[config.mk]
export PLATFORM = sky130hd
export DESIGN_NAME = unsigned_divider_16by8_seq
export DESIGN_NICKNAME = d
export VERILOG_FILES = /design/src/rtl/udiv_pkg.sv /design/src/rtl/udiv_step.sv /design/src/rtl/unsigned_divider_16by8_seq.sv
export SDC_FILE = /design/constraint.sdc
export NUM_CORES = 1
export LEC_CHECK = 0
export ABC_AREA = 1
export CAP_MARGIN = 20
export CORE_ASPECT_RATIO = 0.7
export CORE_MARGIN = 8
export CORE_UTILIZATION = 40
export DETAILED_ROUTE_END_ITERATION = 8
export GPL_TIMING_DRIVEN = 0
export MAX_ROUTING_LAYER = met4
export PLACE_DENSITY = 0.7
export SYNTH_ARGS = -nofsm -noshare
export SYNTH_HDL_FRONTEND = slang
export SYNTH_SLANG_ARGS = --single-unit
export TNS_END_PERCENT = 20
[constraint.sdc]
create_clock -name clk -period 1.95 [get_ports clk]
set_input_delay 0.195 -clock clk [delete_from_list [all_inputs] [get_ports clk]]
set_output_delay 0.195 -clock clk [all_outputs]
set_load 0.05 [all_outputs]
[src/rtl/udiv_pkg.sv]
// Shared widths, iteration count and FSM state type for the 16-by-8 sequential divider.
package udiv_pkg;

  localparam int DIVIDEND_W = 16;
  localparam int DIVISOR_W  = 8;
  localparam int REM_W      = DIVISOR_W + 1;
  localparam int ITER_COUNT = DIVIDEND_W;
  localparam int CNT_W      = $clog2(ITER_COUNT + 1);

  typedef enum logic [1:0] {
    IDLE = 2'd0,
    BUSY = 2'd1,
    DONE = 2'd2
  } udiv_state_e;

endpackage

[src/rtl/udiv_step.sv]
// One combinational restoring-division step: shift in a dividend bit, subtract the divisor if it fits.
module udiv_step
  import udiv_pkg::*;
(
  input  logic [REM_W-1:0]     rem,
  input  logic                 dividend_bit,
  input  logic [DIVISOR_W-1:0] divisor,
  output logic [REM_W-1:0]     rem_next,
  output logic                 q_bit
);

  localparam int TRIAL_W = REM_W + 1;

  logic [TRIAL_W-1:0] trial;
  logic [TRIAL_W-1:0] divisor_ext;

  always_comb begin
    trial       = {rem, dividend_bit};
    divisor_ext = {{(TRIAL_W - DIVISOR_W){1'b0}}, divisor};
    q_bit       = (trial >= divisor_ext);
    // Partial remainder stays below the divisor, so the top trial bit never survives truncation
    rem_next    = q_bit ? REM_W'(trial - divisor_ext) : REM_W'(trial);
  end

endmodule

[src/rtl/unsigned_divider_16by8_seq.sv]
// Sequential 16-by-8 unsigned restoring divider with valid/ready handshakes on both sides.
// Define UDIV_APPROX_EN to skip the low LSB_CUT quotient bits (remainder then reads as zero).
module unsigned_divider_16by8_seq
  import udiv_pkg::*;
#(
  parameter int LSB_CUT = 6
)
(
  input  logic                  clk,
  input  logic                  rst_n,
  input  logic                  in_valid,
  output logic                  in_ready,
  input  logic [DIVIDEND_W-1:0] x,
  input  logic [DIVISOR_W-1:0]  y,
  output logic                  out_valid,
  input  logic                  out_ready,
  output logic [DIVIDEND_W-1:0] q,
  output logic [DIVISOR_W-1:0]  r,
  output logic                  dz
);

  if (LSB_CUT < 0 || LSB_CUT > 8) begin : g_bad_cut
    $error("LSB_CUT must lie in 0..8");
  end

`ifdef UDIV_APPROX_EN
  localparam int CUT = LSB_CUT;
`else
  localparam int CUT = 0;
`endif

  localparam logic [CNT_W-1:0] N_ITER = CNT_W'(ITER_COUNT - CUT);
  localparam logic [CNT_W-1:0] ONE    = CNT_W'(1);

  udiv_state_e state;
  udiv_state_e state_next;

  logic [DIVIDEND_W-1:0] work;
  logic [DIVISOR_W-1:0]  divisor_r;
  logic [REM_W-1:0]      rem_r;
  logic [CNT_W-1:0]      count;
  logic [DIVIDEND_W-1:0] q_r;
  logic [DIVISOR_W-1:0]  r_r;
  logic                  dz_r;

  logic [REM_W-1:0]      rem_step;
  logic                  q_bit;
  logic [DIVIDEND_W-1:0] work_next;
  logic [DIVIDEND_W-1:0] q_final;
  logic [DIVISOR_W-1:0]  r_final;
  logic                  handshake;
  logic                  last_step;

  udiv_step u_step (
    .rem          (rem_r),
    .dividend_bit (work[DIVIDEND_W-1]),
    .divisor      (divisor_r),
    .rem_next     (rem_step),
    .q_bit        (q_bit)
  );

  assign in_ready  = (state == IDLE);
  assign out_valid = (state == DONE);
  assign handshake = in_valid && in_ready;
  assign last_step = (state == BUSY) && (count == ONE);

  // Dividend bits leave at the top while quotient bits enter at the bottom of the same register
  assign work_next = {work[DIVIDEND_W-2:0], q_bit};

`ifdef UDIV_APPROX_EN
  assign q_final = work_next << CUT;
  assign r_final = '0;
`else
  assign q_final = work_next;
  assign r_final = rem_step[DIVISOR_W-1:0];
`endif

  assign q  = q_r;
  assign r  = r_r;
  assign dz = dz_r;

  always_ff @(posedge clk or negedge rst_n) begin
    if (!rst_n) begin
      state <= IDLE;
    end else begin
      state <= state_next;
    end
  end

  always_comb begin
    state_next = state;
    case (state)
      IDLE: begin
        if (handshake) begin
          state_next = (y == '0) ? DONE : BUSY;
        end
      end
      BUSY: begin
        if (count == ONE) begin
          state_next = DONE;
        end
      end
      DONE: begin
        if (out_ready) begin
          state_next = IDLE;
        end
      end
      default: state_next = IDLE;
    endcase
  end

  always_ff @(posedge clk or negedge rst_n) begin
    if (!rst_n) begin
      work      <= '0;
      divisor_r <= '0;
      rem_r     <= '0;
      count     <= '0;
      q_r       <= '0;
      r_r       <= '0;
      dz_r      <= 1'b0;
    end else if (handshake) begin
      if (y == '0) begin
        q_r  <= '1;
        r_r  <= x[DIVISOR_W-1:0];
        dz_r <= 1'b1;
      end else begin
        work      <= x;
        divisor_r <= y;
        rem_r     <= '0;
        count     <= N_ITER;
      end
    end else if (state == BUSY) begin
      work  <= work_next;
      rem_r <= rem_step;
      count <= count - ONE;
      if (last_step) begin
        q_r  <= q_final;
        r_r  <= r_final;
        dz_r <= 1'b0;
      end
    end
  end

endmodule

# After elaboration in Yosys (flattened, before gate mapping)
# Index checks and enable logic that the tools add are counted.
dict set report word_totals {
  ff_bits 65
  word_cells 57
}
dict set report op_classes {
  addsub 2
  order_cmp 1
  n_eq_ne 8
  mux 27
  n_bitwise 1
  n_reduce_logical 10
}
# cell n
set op_table {}
lappend op_table {{16-bit 2-to-1 mux} 7}
lappend op_table {{9-bit 2-to-1 mux} 4}
lappend op_table {{8-bit 2-to-1 mux} 4}
lappend op_table {{5-bit 2-to-1 mux} 3}
lappend op_table {{10-bit by 8-bit greater-or-equal comparator with 1-bit output} 1}
lappend op_table {{9-bit by 8-bit subtractor with 9-bit output} 1}
lappend op_table {{8-bit zero test} 1}
lappend op_table {{2-bit 2-to-1 mux} 4}
lappend op_table {{2-bit by 1-bit inequality test with 1-bit output, second input constant} 3}
lappend op_table {{2-bit case mux with 3 select lines} 1}
lappend op_table {{3-bit AND reduction} 2}
lappend op_table {{5-bit by 1-bit == test with 1-bit output, second input constant} 1}
lappend op_table {{5-bit by 1-bit subtractor with 5-bit output, second input constant} 1}
lappend op_table {{1-bit 2-to-1 mux} 4}
lappend op_table {{2-bit inequality test, second input constant} 2}
lappend op_table {{2-bit AND reduction} 2}
lappend op_table {{2-bit nonzero test} 2}
lappend op_table {{2-bit by 1-bit == test with 1-bit output, second input constant} 1}
lappend op_table {{2-bit == test, second input constant} 1}
lappend op_table {{1-bit logical AND} 2}
lappend op_table {{2-bit zero test} 1}
lappend op_table {{1-bit inverter} 1}

# Logic depth before layout (Yosys ltp)
dict set report depth {
  word_depth 5
  ltp_mapped 14
}

# Hierarchy
# From an unflattened synthesis, not the netlist that was laid out.
dict set report hier_totals {
  cells_unflattened 505
  hier_area_um2 3734.8
}
# mod instances cells_per_inst area_each_um2
set modules_own_cells {}
lappend modules_own_cells {unsigned_divider_16by8_seq 1 386 3069.2}
lappend modules_own_cells {udiv_step 1 119 665.6}

# Worst setup path before layout
# OpenSTA, ideal clock, no wires.
dict set report synth_timing {
  kind {reg-to-reg}
  from {reg work[15]}
  to {reg r_r[3] (netlist: r[3])}
  t_arrival_ns 1.798
  t_required_ns 1.887
  slack_ns 0.089
  path_stages_with_launch 15
  n_path_buf 1
  synth_period_minus_slack_ns 1.861
  path_cell_list {dfrtp_1 > inv_1 > ha_1 > inv_1 > fa_1 > nand2_1 > nand2_1 > nand3_2 > inv_1 > nor2_4 > buf_6 > nand3_1 > nand3_1 > nand2_1 > inv_1}
}
dict set report synth_via {
  elab_chain_len 5
  elab_cells_between_ends 6
}
# item line_no
set synth_rtl {}
lappend synth_rtl {{start, declared} unsigned_divider_16by8_seq.sv:38} ;# logic [DIVIDEND_W-1:0] work;
lappend synth_rtl {{start signal, assigned} unsigned_divider_16by8_seq.sv:133} ;# work <= work_next;
lappend synth_rtl {{9-bit by 8-bit subtractor with 9-bit output / 10-bit by 8-bit greater-or-equal comparator with 1-bit output (equally long branches)} {udiv_step.sv:22, udiv_step.sv:20}}
lappend synth_rtl {{9-bit 2-to-1 mux *} udiv_step.sv:22} ;# rem_next = q_bit ? REM_W'(trial - divisor_ext) : REM_W'(trial);
lappend synth_rtl {{8-bit 2-to-1 mux *} unsigned_divider_16by8_seq.sv:136} ;# if (last_step) begin
lappend synth_rtl {{8-bit 2-to-1 mux *} unsigned_divider_16by8_seq.sv:132} ;# end else if (state == BUSY) begin
lappend synth_rtl {{8-bit 2-to-1 mux *} unsigned_divider_16by8_seq.sv:121} ;# end else if (handshake) begin
lappend synth_rtl {{end signal, assigned} unsigned_divider_16by8_seq.sv:124} ;# r_r <= x[DIVISOR_W-1:0];
lappend synth_rtl {{end signal, assigned} unsigned_divider_16by8_seq.sv:138} ;# r_r <= r_final;
lappend synth_rtl {{end, declared} unsigned_divider_16by8_seq.sv:43} ;# logic [DIVISOR_W-1:0] r_r;
# Every way passes the cells marked *; elsewhere a longest branch is shown, timed or not. The select of a mux whose other input is x is not followed.
# A chain may end at the register's enable or synchronous reset.

==> impl_metrics.py <==
metrics = {
    "sta": {
        "hold_viol": 0,
        "slew_violations": 0,
        "maxSlewHeadroom_pct": 44.9,
        "max_freq_ghz": 0.477,
        "worst_slack_ps": -144,
        "fin_skew_ps": 4.36,
        "finalCritPeriodShare_pct": 107,
        "layout_min_cycle_time_ps": 2090,
        "rsz0062_at_grt": "true",
        "worst_slew_pin_slew_ps": 827,
        "setup_viol": 19,
    },
    "layout": {
        "drive_gt1_share_pct": 17.5,
        "finalNetCount": 565,
        "layout_common_cells": "117 x nand2_1, 65 x dfrtp_1, 62 x inv_1",
        "instances_no_fill": 636,
        "fillers": 752,
        "area_growth_pct": 38.1,
        "layout_commonest_cell": "nand2_1",
        "n_antenna_cell": 0,
    },
    "floorplanning": {
        "dieArea_sq_um": 11900,
        "rows": 28,
        "initial_core_util_pct": 41.1,
        "die_w_um": 127,
        "num_io_pins": 55,
        "die_h_um": 93.8,
        "coreArea_sq_um": 8410,
    },
    "global_route": {
        "grt_pass1_vias": 3174,
        "antenna_found_initial": 0,
        "grt_pass1_wl_um": 15600,
        "grt.total_usage_pct": 17.2,
        "grt_max_degree": 66,
        "grt_overflow": 0,
    },
    "clock_tree": {
        "cts_tree": "yes",
        "cts_max_level": 3,
        "clk_latency_ps": 330,
        "clk_pin_slew_worst_paths_ps": 50,
        "clkSinkCount": 65,
        "clk_path_buf_depth": 2,
        "numCtsBuffers": 9,
        "cts-root-buf": "clkbuf_16",
    },
    "logic_synthesis": {
        "netlist_area_sq_um": 3460,
        "ys_seq_elements": 65,
        "netlist.area_leader.share_pct": 47.1,
        "ys_types": 34,
        "syn_inst": 439,
        "synth_seq_area_share_pct": 47.1,
        "synth.area.top_cells": "dfrtp_1 47%, nand2_1 14%, inv_1 7.1%",
        "yosysWarningCount": 0,
        "syn_nets": 478,
        "postSynthAreaPerCell_sq_um": 7.87,
        "yosys.area.top_type": "dfrtp_1",
    },
    "worst_setup_path": {
        "endpoint_kind": "flip-flop",
        "worstSetupStartpointType": "flip-flop",
        "crit_fanout": 2,
        "crit_type": "flip-flop to flip-flop",
        "worstPathRequired_ps": 2210,
        "worstPathArrival_ps": 2360,
    },
    "route": {
        "dr_total_vias": 3156,
        "wl_per_cell_um": 15.1,
        "vias_per_cell": 4.96,
        "dr.pass1.iters": 4,
        "drtIter0Drc": 274,
        "ant_nets": 0,
        "drc_errors": 0,
        "routed_wirelength_um": 9610,
    },
    "min_path": {
        "min_path_type": "input pin to flip-flop",
    },
    "placed_design": {
        "dp_cells": 598,
        "place_congestion": 0.830,
        "port_buffers": 54,
        "dp.final_hpwl_um": 6560,
    },
    "power": {
        "switchingPower_w": 0.00481,
        "p_seq_share_pct": 23.2,
        "power_leakage_nw": 2.42,
        "p_clk_share_pct": 16.4,
        "power_density_nw_per_um2": 2150,
        "intPower_w": 0.00545,
        "total_power_w": 0.0103,
        "vdd_drop_max_v": 0.000977,
        "switching_share_pct": 46.9,
        "pwr-share-comb_pct": 60.5,
    },
    "outcome": {
        "violations": "setup timing",
        "status": "finished, violations left",
    },
    "job": {
        "maxCapViolCount": 0,
    },
}
## cell families after synthesis
logic type | synth area share (%)
AND/OR/NAND/NOR | 26.4
buffers and inverters | 10.4
flip-flops | 47.1
AO/OA/AOI/OAI | 10.5
adder cells (fa/ha/maj) | 4.20
XOR/XNOR | 1.52
## per-layer routing
metal  wire (um)  part of all wire [%]  global-route usage (%)
met1        4430                    46                    21.7
met3         584                   6.1                    5.73
met4         126                   1.3                    4.64
met2        4470                    47                    25.9
met5           0                     0                       -
## per-stage QoR
step | utilization [%] | setup TNS, ps | setup WS, ps | hold WS [ps] | cell area [sq um]
finish | 56.7 | -1630 | -144 | 436 | 4770
floorplan | - | 0 | 89.1 | -101 | 3460
detailed placement | 49.1 | -1890 | -145 | 356 | 4130
global placement | 49.1 | -98460 | -1500 | 469 | 4130
global route | 56.7 | -3280 | -208 | 451 | 4770
CTS | 55.7 | -280 | -42.9 | 429 | 4680
## cell type report
cell class                      instances  area [sq um]  area share [%]
Clock buffer                           13           240            5.04
Timing Repair Buffer                   75           703            14.7
Clock inverter                          3          65.1            1.36
Tap cell                              105           131            2.75
Multi-Input combinational cell        292          1640            34.4
Buffer                                 14           100            2.10
Sequential cell                        65          1630            34.1
Inverter                               69           262            5.48
## worst max-delay path, cell delays in order (launching register included)
cell and delay, ps:
dfrtp_1 410, inv_2 70, buf_4 130, buf_4 120
buf_4 120, buf_4 120, buf_4 120, buf_4 120
buf_4 120, buf_4 120, buf_4 120, buf_4 120
buf_4 120, buf_4 120, o21ai_2 100
## timing repair
item / CTS / global route
setup buffers: 17 / 2
hold endpoints to repair: 1 / 0
pin swaps: 21 / 8
gates cloned: 2 / 0
hold buffers: 1 / 0
setup endpoints to repair: 20 / 21
gates resized for setup: 28 / 14
## power groups by stage
| stage | clock [W] | combinational [W] | sequential, W |
|---|---|---|---|
| after floorplan | 0 | 0.00308 | 0.00313 |
| after global placement | 0 | 0.00517 | 0.00233 |
| after detailed placement | 0 | 0.00529 | 0.00235 |
| after CTS | 0.00171 | 0.00593 | 0.00236 |
| after global routing | 0.00177 | 0.00681 | 0.00245 |
| final | 0.00168 | 0.00620 | 0.00238 |
## worst paths after layout
check,end,cells past startpoint,slack (ps),startpoint
setup / recovery,work[15],14,-140,work[15]
hold / removal,divisor_r[2],3,440,y[2]
setup reg to reg,work[15],14,-140,work[15]
hold reg to reg,count[4],1,480,count[4]
min in group asynchronous,r[6],2,500,rst_n
max in group asynchronous,r[0],2,890,rst_n
## registers in the layout (all words and copies together), names as in the netlist
| name | flops |
|---|---|
| work | 16 |
| count | 5 |
| divisor_r | 8 |
| state | 2 |
| r | 8 |
| q | 16 |
| rem_r | 9 |
| dz | 1 |
## cell usage after synthesis, drive strengths merged
cell type  count
nand2        128
inv           69
dfrtp         65
nor2          44
o21ai         35
nand3         26
buf           13
ha            10
a21oi          9
a31oi          9
or2            9
o211ai         8
xor2           4
nand4          2
xnor2          2
clkbuf         1
fa             1
nand3b         1
nor3           1
o22ai          1
o31ai          1
Power figures use the tool's default switching activity.
